==> src/rtl/univ_shift_pkg.sv <==
// Shared definitions for the universal shift register.
//   MODE_* : one-step operation encodings driven on MODE
//   seq_state_e : sequencer states (IDLE / SHIFT / DONE)
//   is_single_shot() : modes that run once no matter how many steps were asked for
package univ_shift_pkg;

  localparam logic [2:0] MODE_HOLD = 3'b000;
  localparam logic [2:0] MODE_SHR  = 3'b001;
  localparam logic [2:0] MODE_SHL  = 3'b010;
  localparam logic [2:0] MODE_LOAD = 3'b011;
  localparam logic [2:0] MODE_ROR  = 3'b100;
  localparam logic [2:0] MODE_ROL  = 3'b101;
  localparam logic [2:0] MODE_ASR  = 3'b110;
  localparam logic [2:0] MODE_CLR  = 3'b111;

  typedef enum logic [1:0] {
    ST_IDLE  = 2'd0,
    ST_SHIFT = 2'd1,
    ST_DONE  = 2'd2
  } seq_state_e;

  // Repeating HOLD, LOAD or CLR gives the same result as doing it once.
  function automatic logic is_single_shot(input logic [2:0] m);
    return (m == MODE_HOLD) || (m == MODE_LOAD) || (m == MODE_CLR);
  endfunction

endpackage

==> src/rtl/shift_step_unit.sv <==
// Combinational one-step next-value function of the shift register.
//   mode_i : operation select (MODE_* encodings)
//   cur_i  : current register value
//   in_i   : parallel load data
//   lin_i  : fill bit entering the MSB on SHR
//   rin_i  : fill bit entering the LSB on SHL
//   next_o : register value after one step
module shift_step_unit
  import univ_shift_pkg::*;
#(
  parameter int WIDTH = 16
) (
  input  logic [2:0]       mode_i,
  input  logic [WIDTH-1:0] cur_i,
  input  logic [WIDTH-1:0] in_i,
  input  logic             lin_i,
  input  logic             rin_i,
  output logic [WIDTH-1:0] next_o
);

  always_comb begin
    next_o = cur_i;
    case (mode_i)
      MODE_HOLD: next_o = cur_i;
      MODE_SHR:  next_o = {lin_i, cur_i[WIDTH-1:1]};
      MODE_SHL:  next_o = {cur_i[WIDTH-2:0], rin_i};
      MODE_LOAD: next_o = in_i;
      MODE_ROR:  next_o = {cur_i[0], cur_i[WIDTH-1:1]};
      MODE_ROL:  next_o = {cur_i[WIDTH-2:0], cur_i[WIDTH-1]};
      MODE_ASR:  next_o = {cur_i[WIDTH-1], cur_i[WIDTH-1:1]};
      MODE_CLR:  next_o = '0;
      default:   next_o = cur_i;
    endcase
  end

endmodule

==> src/rtl/univ_shift_reg_seq.sv <==
// Universal WIDTH-bit shift register with a multi-step sequencer.
// Free-runs one MODE step per enabled edge while idle; START launches a
// k-step operation (k = min(AMT, WIDTH)) executed one step per edge.
//   CLOCK, RESET   : clock, synchronous active-high reset (beats ENABLE)
//   ENABLE         : clock enable, freezes all state when low
//   MODE, IN       : operation select, parallel load data
//   LIN, RIN       : serial fill bits for SHR / SHL
//   START, AMT     : launch a sequenced operation of AMT steps
//   OUT            : register contents
//   SOUT_L, SOUT_R : MSB / LSB of OUT
//   BUSY, DONE     : sequencer in SHIFT / one-cycle completion pulse
module univ_shift_reg_seq
  import univ_shift_pkg::*;
#(
  parameter  int WIDTH = 16,
  localparam int AW    = $clog2(WIDTH) + 1
) (
  input  logic             CLOCK,
  input  logic             RESET,
  input  logic             ENABLE,
  input  logic [2:0]       MODE,
  input  logic [WIDTH-1:0] IN,
  input  logic             LIN,
  input  logic             RIN,
  input  logic             START,
  input  logic [AW-1:0]    AMT,
  output logic [WIDTH-1:0] OUT,
  output logic             SOUT_L,
  output logic             SOUT_R,
  output logic             BUSY,
  output logic             DONE
);

  localparam logic [AW-1:0] W_AMT = AW'(WIDTH);

  seq_state_e       state_q;
  logic [AW-1:0]    cnt_q;
  logic [2:0]       mode_q;
  logic [WIDTH-1:0] out_q, out_d;
  logic [2:0]       step_mode;
  logic [AW-1:0]    k_sat;

  // Once an operation is in SHIFT the latched mode drives the step unit.
  assign step_mode = (state_q == ST_SHIFT) ? mode_q : MODE;
  assign k_sat     = (AMT > W_AMT) ? W_AMT : AMT;

  shift_step_unit #(.WIDTH(WIDTH)) u_step (
    .mode_i (step_mode),
    .cur_i  (out_q),
    .in_i   (IN),
    .lin_i  (LIN),
    .rin_i  (RIN),
    .next_o (out_d)
  );

  always_ff @(posedge CLOCK) begin
    if (RESET) begin
      out_q   <= '0;
      state_q <= ST_IDLE;
      cnt_q   <= '0;
      mode_q  <= MODE_HOLD;
    end else if (ENABLE) begin
      case (state_q)
        ST_SHIFT: begin
          out_q <= out_d;
          cnt_q <= cnt_q - AW'(1);
          if (cnt_q == AW'(1)) state_q <= ST_DONE;
        end
        default: begin
          // IDLE and DONE both accept new work, enabling back-to-back STARTs.
          if (START) begin
            if (k_sat == '0) begin
              state_q <= ST_DONE;
            end else begin
              out_q <= out_d;
              if (k_sat == AW'(1) || is_single_shot(MODE)) begin
                state_q <= ST_DONE;
              end else begin
                mode_q  <= MODE;
                cnt_q   <= k_sat - AW'(1);
                state_q <= ST_SHIFT;
              end
            end
          end else begin
            out_q   <= out_d;
            state_q <= ST_IDLE;
          end
        end
      endcase
    end
  end

  assign OUT    = out_q;
  assign SOUT_L = out_q[WIDTH-1];
  assign SOUT_R = out_q[0];
  assign BUSY   = (state_q == ST_SHIFT);
  assign DONE   = (state_q == ST_DONE);

endmodule
==> config.mk <==
export PLATFORM = sky130hd
export DESIGN_NAME = univ_shift_reg_seq
export DESIGN_NICKNAME = d
export VERILOG_FILES = /design/src/rtl/univ_shift_pkg.sv /design/src/rtl/shift_step_unit.sv /design/src/rtl/univ_shift_reg_seq.sv
export SDC_FILE = /design/constraint.sdc
export NUM_CORES = 1
export LEC_CHECK = 0
export CORE_AREA = 2 2 62 87
export CTS_CLUSTER_DIAMETER = 50
export DETAILED_ROUTE_END_ITERATION = 16
export DIE_AREA = 0 0 64 89
export SLEW_MARGIN = 5
export SYNTH_ARGS = -nofsm -noshare
export SYNTH_HDL_FRONTEND = slang
export SYNTH_SLANG_ARGS = --single-unit
export TNS_END_PERCENT = 1
==> constraint.sdc <==
create_clock -name CLOCK -period 3.1 [get_ports CLOCK]
set_clock_uncertainty 0.1 [all_clocks]
set_input_delay 0.465 -clock CLOCK [delete_from_list [all_inputs] [get_ports CLOCK]]
set_output_delay 0.465 -clock CLOCK [all_outputs]
set_load 0.005 [all_outputs]
== Yosys cells after proc, flatten, opt, wreduce, memory -nomap -nowiden ==
Cells that the tools add are included.

* Bitwise operators: 3
* Add/subtract/negate cells: 2
* Reduce and logical (&&, ||, !) cells: 11
* Muxes and demuxes: 15
* Eq/ne operators: 17
* Order comparisons: 1

{| class="wikitable"
|+ Operators by type and width
! cell !! number
|-
| 16-bit case mux with 8 select lines || 1
|-
| 16-bit two-way mux || 3
|-
| 5-bit two-way mux || 5
|-
| 3-bit equality test (second input constant) || 5
|-
| 5-bit by 1-bit equality test with 1-bit output (second input constant) || 2
|-
| 2-bit two-way mux || 5
|-
| 5-bit by 1-bit subtractor with 5-bit output (second input constant) || 2
|-
| 3-bit by 2-bit equality test with 1-bit output (second input constant) || 3
|-
| 3-bit zero test || 2
|-
| 5-bit greater-than comparator (second input constant) || 1
|-
| 5-bit zero test || 1
|-
| 5-bit AND reduction || 1
|-
| 2-bit != test (second input constant) || 2
|-
| 2-bit AND reduction || 2
|-
| 4-bit AND reduction || 1
|-
| 3-bit by 1-bit equality test with 1-bit output (second input constant) || 1
|-
| 1-bit logical OR || 3
|-
| 3-bit two-way mux || 1
|-
| 3-bit != test (second input constant) || 1
|-
| 1-bit NOT || 3
|-
| 2-bit by 1-bit equality test with 1-bit output (second input constant) || 1
|-
| 2-bit equality test (second input constant) || 1
|-
| 2-bit by 1-bit != test with 1-bit output (second input constant) || 1
|-
| 2-bit nonzero test || 1
|}

* Register bits: 26
* Input bits: 30

== Logic depth before layout (Yosys ltp) ==
* Depth in word-level cells: 8
* Mapped depth: 8
* Gate-level depth less buffers: 8

== Hierarchy ==
From an unflattened synthesis, not the netlist that was laid out.

* Cell total of the unflattened synthesis: 283
* Area total of the unflattened synthesis: 2227.1 um^2

{| class="wikitable"
|+ By module, submodules not included
! module !! area an instance (um^2) !! cells each !! times used !! seq. area each (um^2)
|-
| univ_shift_reg_seq || 1303.8 || 149 || 1 || 520.5
|-
| shift_step_unit || 923.4 || 134 || 1 || 0.0
|}

== Worst setup path after synthesis ==
Ideal clock, no wire load.

* Path type: input port to flip-flop
* Start point: in AMT[4]
* End point: reg cnt_q[0]
* Data required time: 2905 ps
* Stages: 7
* Slack: 1109 ps
* Data arrival time: 1796 ps
* Library setup time: 95 ps
* Cells stage by stage: nand2b_1 -> ha_1 -> nor2_1 -> o2111ai_1 -> a21boi_2 -> o21ai_0 -> a221oi_1

* Cells in the longest elaborated chain, start to end: 7
* Elaborated cells on any way between the ends: 13
* Those cells by class: add/sub: 1; order compare: 1; eq/ne: 3; mux: 5; reduce/logical: 3

{| class="wikitable"
|+ Ends and longest elaborated chain
! item !! RTL line !! text
|-
| start, declared || univ_shift_reg_seq.sv:26 || <nowiki>input logic [AW-1:0] AMT,</nowiki>
|-
| 5-bit greater-than comparator || univ_shift_reg_seq.sv:45 || <nowiki>assign k_sat = (AMT > W_AMT) ? W_AMT : AMT;</nowiki>
|-
| 5-bit two-way mux * || univ_shift_reg_seq.sv:45 ||
|-
| 5-bit by 1-bit subtractor with 5-bit output || univ_shift_reg_seq.sv:80 || <nowiki>cnt_q <= k_sat - AW'(1);</nowiki>
|-
| 5-bit two-way mux || univ_shift_reg_seq.sv:76 || <nowiki>if (k_sat == AW'(1) || is_single_shot(MODE)) begin</nowiki>
|-
| 5-bit two-way mux || univ_shift_reg_seq.sv:72 || <nowiki>if (k_sat == '0) begin</nowiki>
|-
| 5-bit two-way mux || univ_shift_reg_seq.sv:71 || <nowiki>if (START) begin</nowiki>
|-
| 5-bit two-way mux || univ_shift_reg_seq.sv:63 || <nowiki>case (state_q)</nowiki>
|-
| end signal, assigned || univ_shift_reg_seq.sv:66 || <nowiki>cnt_q <= cnt_q - AW'(1);</nowiki>
|-
| end signal, assigned || univ_shift_reg_seq.sv:80 ||
|-
| end, declared || univ_shift_reg_seq.sv:37 || <nowiki>logic [AW-1:0] cnt_q;</nowiki>
|}

Mark *: on every way between the ends. The rest lies on a longest branch, timed or not. The select of a mux whose other input is x is not followed.
A chain may end at the register's enable or synchronous reset.

== Final worst setup path ==
* Start point: in AMT[4]
* End point: reg out_q[8], in the netlist OUT[8]

* Cells in the longest elaborated chain, start to end: 5

{| class="wikitable"
|+ Ends and longest elaborated chain
! item !! RTL line !! text
|-
| 5-bit greater-than comparator || univ_shift_reg_seq.sv:45 ||
|-
| 5-bit two-way mux * || univ_shift_reg_seq.sv:45 ||
|-
| 5-bit zero test * || univ_shift_reg_seq.sv:72 ||
|-
| 3-bit != test (no line) * || - ||
|-
| 2-bit AND reduction (no line) * || - ||
|-
| end signal, assigned || univ_shift_reg_seq.sv:65 || <nowiki>out_q <= out_d;</nowiki>
|-
| end signal, assigned || univ_shift_reg_seq.sv:75 || <nowiki>out_q <= out_d;</nowiki>
|-
| end signal, assigned || univ_shift_reg_seq.sv:85 || <nowiki>out_q <= out_d;</nowiki>
|-
| end, declared || univ_shift_reg_seq.sv:39 || <nowiki>logic [WIDTH-1:0] out_q, out_d;</nowiki>
|}

Mark *: on every way between the ends. The rest lies on a longest branch, timed or not.

==> results.cfg <==
[global_routing]
grt_max_degree = 31
grt_pass1_wl_mm = 7.47
grt-ovfl-total = 0
grt_use_total_pct = 16.2
antenna_found_initial = 0
first_global_vias = 1613

[routing]
routedWlPerCell_um = 14.7
vias_per_cell = 5.45
via_count = 1646
first_pass_iters = 5
drc = 0
initialDrtViolationCount = 74
antenna_left = 0
wl_mm = 4.45

[clock_network]
postCtsHoldBufs = 0
ctsLongestPathBuffers = 2
postCtsSetupBuffers = 0
cts_resized = 0
cts_tree = done
clk_pin_slew_ps = 90
worstSkewPairLatency_ps = 270
cts_root_buf = clkbuf_8
clock-sinks = 26
cts_htree_levels = 1
numCtsBuffers = 3

[logic_synthesis]
ys_types = 47
synth_nets = 231
synth_ff_type = dfxtp_1
synth_area_leaders = dfxtp_1 31%, a222oi_1 9.1%, mux2i_1 7.3%
syn-cell-area_mm2 = 0.00166
synth_most_common_cell = dfxtp_1
synth_area_per_cell_um2 = 8.45
yosys-top-cells-count = 26 x dfxtp_1, 23 x a21oi_1, 18 x o21ai_0
ys_seq_elements = 26
synth_top_area_share_pct = 31.4
synth_seq_area_share_pct = 31.4
async_flop_share_pct = 0
ys_warn_count = 0
yosys.area.top_type = dfxtp_1
synthesis.instances = 196
synth_edf_count = 0

[cells_and_area]
n_antenna_cell = 0
final_core_util_pct = 46.2
area_delta_synth_final_pct = 35.1
final_nets = 274
final_cells = 302
final_area_mm2 = 0.00224
drive_above_1_share_pct = 5.04

[power_and_ir_drop]
pwr-share-clk_pct = 30.7
p_sw_mw = 0.252
switching_share_pct = 27.4
p_comb_share_pct = 26.7
vdd_drop_max_mv = 0.231
p_leak_nw = 0.829
pwr-share-seq_pct = 42.6
power_mw = 0.919
p_per_area_mw_per_mm2 = 411
p_int_mw = 0.667

[setup_path]
worstPathMaxFanout = 30
start_kind = input pin
r2r_end = OUT[12]
cpPeakStageDelay_ps = 800
path_cells = clkdlybuf4s50_1, nand2b_1, ha_1, nand2_1, o31ai_1, a21oi_2, o21ai_0, a21oi_1
crit_arrival_ps = 2710
reg2reg_from = state_q[1]
required_ps = 3210
crit_type = input pin to flop
critical-path-slowest-cell = a21oi_2
reg2reg_slack_ps = 580
endpoint_kind = flop
r2r_cells = 6
critPathLaunch = AMT[4]
endpoint = OUT[8]

[sta]
setup_viol = 0
worst_slew_pin_slew_ps = 1080
finalHoldViolCount = 0
rsz0062_at_grt = no
period_needed_ps = 2610
final_max_slew_viol_count = 0
setup-tns-final_ps = 0
hold_ws_ps = 408
timing.final.crit_share_pct = 84.1
worst_slack_ps = 494
relSlewSlack_pct = 28.3
max_freq_mhz = 384

[die]
ioPinCount = 50
initial_core_util_pct = 34.2
die_y_um = 89
die_w_um = 64
row_count = 30
core-area_mm2 = 0.00484
dieArea_mm2 = 0.00570

[run]
maxCapViolCount = 0

[placement]
dp_hpwl_mm = 3.27
gp_congestion = 0.797
pre_cts_ws_ps = 205
io_buffers = 49
placed_area_mm2 = 0.00217
dp_cells = 298

[hold_path]
hold_class = flop to flop

[outcome]
outcome = finished clean
[cell type report]
cell class | count | area, µm²
inverters | 8 | 32.5
repair buffers | 52 | 513
flip-flops and latches | 26 | 520
well taps | 64 | 80.1
multi-input cells | 148 | 1020
fillers | 473 | 2610
clock buffers | 3 | 41.3
clock inverters | 1 | 30.0
[worst min-delay path by stage]
stage | end | slack (ps) | start | depth (start not counted)
finish | state_q[1] | 410 | state_q[1] | 2
global route | state_q[1] | 440 | state_q[1] | 2
CTS | state_q[1] | 410 | state_q[1] | 2
detailed placement | state_q[1] | 400 | state_q[1] | 2
global placement | state_q[1] | 390 | state_q[1] | 2
floorplan | state_q[1] | 360 | state_q[1] | 2
[layer usage]
layer / part of all wire, % / global-route usage [%] / up-vias
met3: 5.8 / 3.15 / 7
li1: - / - / 835
met1: 44 / 19.7 / 753
met5: 0 / 0 / -
met2: 48 / 28.6 / 51
met4: 1.3 / 5.14 / 0
[flip-flops by register name (all words and copies together), names as in the netlist]
name / cells
OUT: 16
cnt_q: 5
mode_q: 3
state_q: 2
[layout by cell type, fill, tap and decap left out, drive strengths merged, types with 2 or more instances in the layout]
cell type      Yosys  layout
nor2b              4       4
nand2b             5       5
nor2              15      15
clkbuf             5       3
o31ai              2       2
a222oi            15      15
mux2i             13      13
nand2             13      13
clkdlybuf4s50      0      49
ha                 5       5
inv                7       7
buf                9       3
mux2               3       3
dfxtp             26      26
nor3               2       2
nor3b              2       2
or3                3       3
a21oi             24      24
a211oi             2       2
o21ai             21      21
[kinds of logic after synthesis]
| logic type | after synthesis | synth area share (%) |
|---|---|---|
| muxes | 16 | 10.7 |
| DFF | 26 | 31.4 |
| xor gates and xnor gates | 2 | 1.06 |
| buffers and inverters | 22 | 6.95 |
| AOI/OAI and AO/OA | 78 | 31.9 |
| and+or+nand+nor | 47 | 14.2 |
| adders and majority gates | 5 | 3.78 |
[power groups by stage]
stage / combinational (mW) / clock [mW] / sequential [mW]
after floorplan: 0.141 / 0 / 0.391
after global placement: 0.245 / 0 / 0.400
after detailed placement: 0.246 / 0 / 0.398
after CTS: 0.247 / 0.291 / 0.391
after global routing: 0.270 / 0.305 / 0.396
final: 0.245 / 0.282 / 0.391
[critical path, delay by kind of cell]
| family | cells | cell delay [ps] |
|---|---|---|
| adder cells (fa/ha/maj) | 1 | 220 |
| AND/OR/NAND/NOR | 2 | 320 |
| AO/OA/AOI/OAI | 4 | 1210 |
| buffers and inverters | 1 | 490 |
No activity file was read; power rests on OpenSTA's default activity.
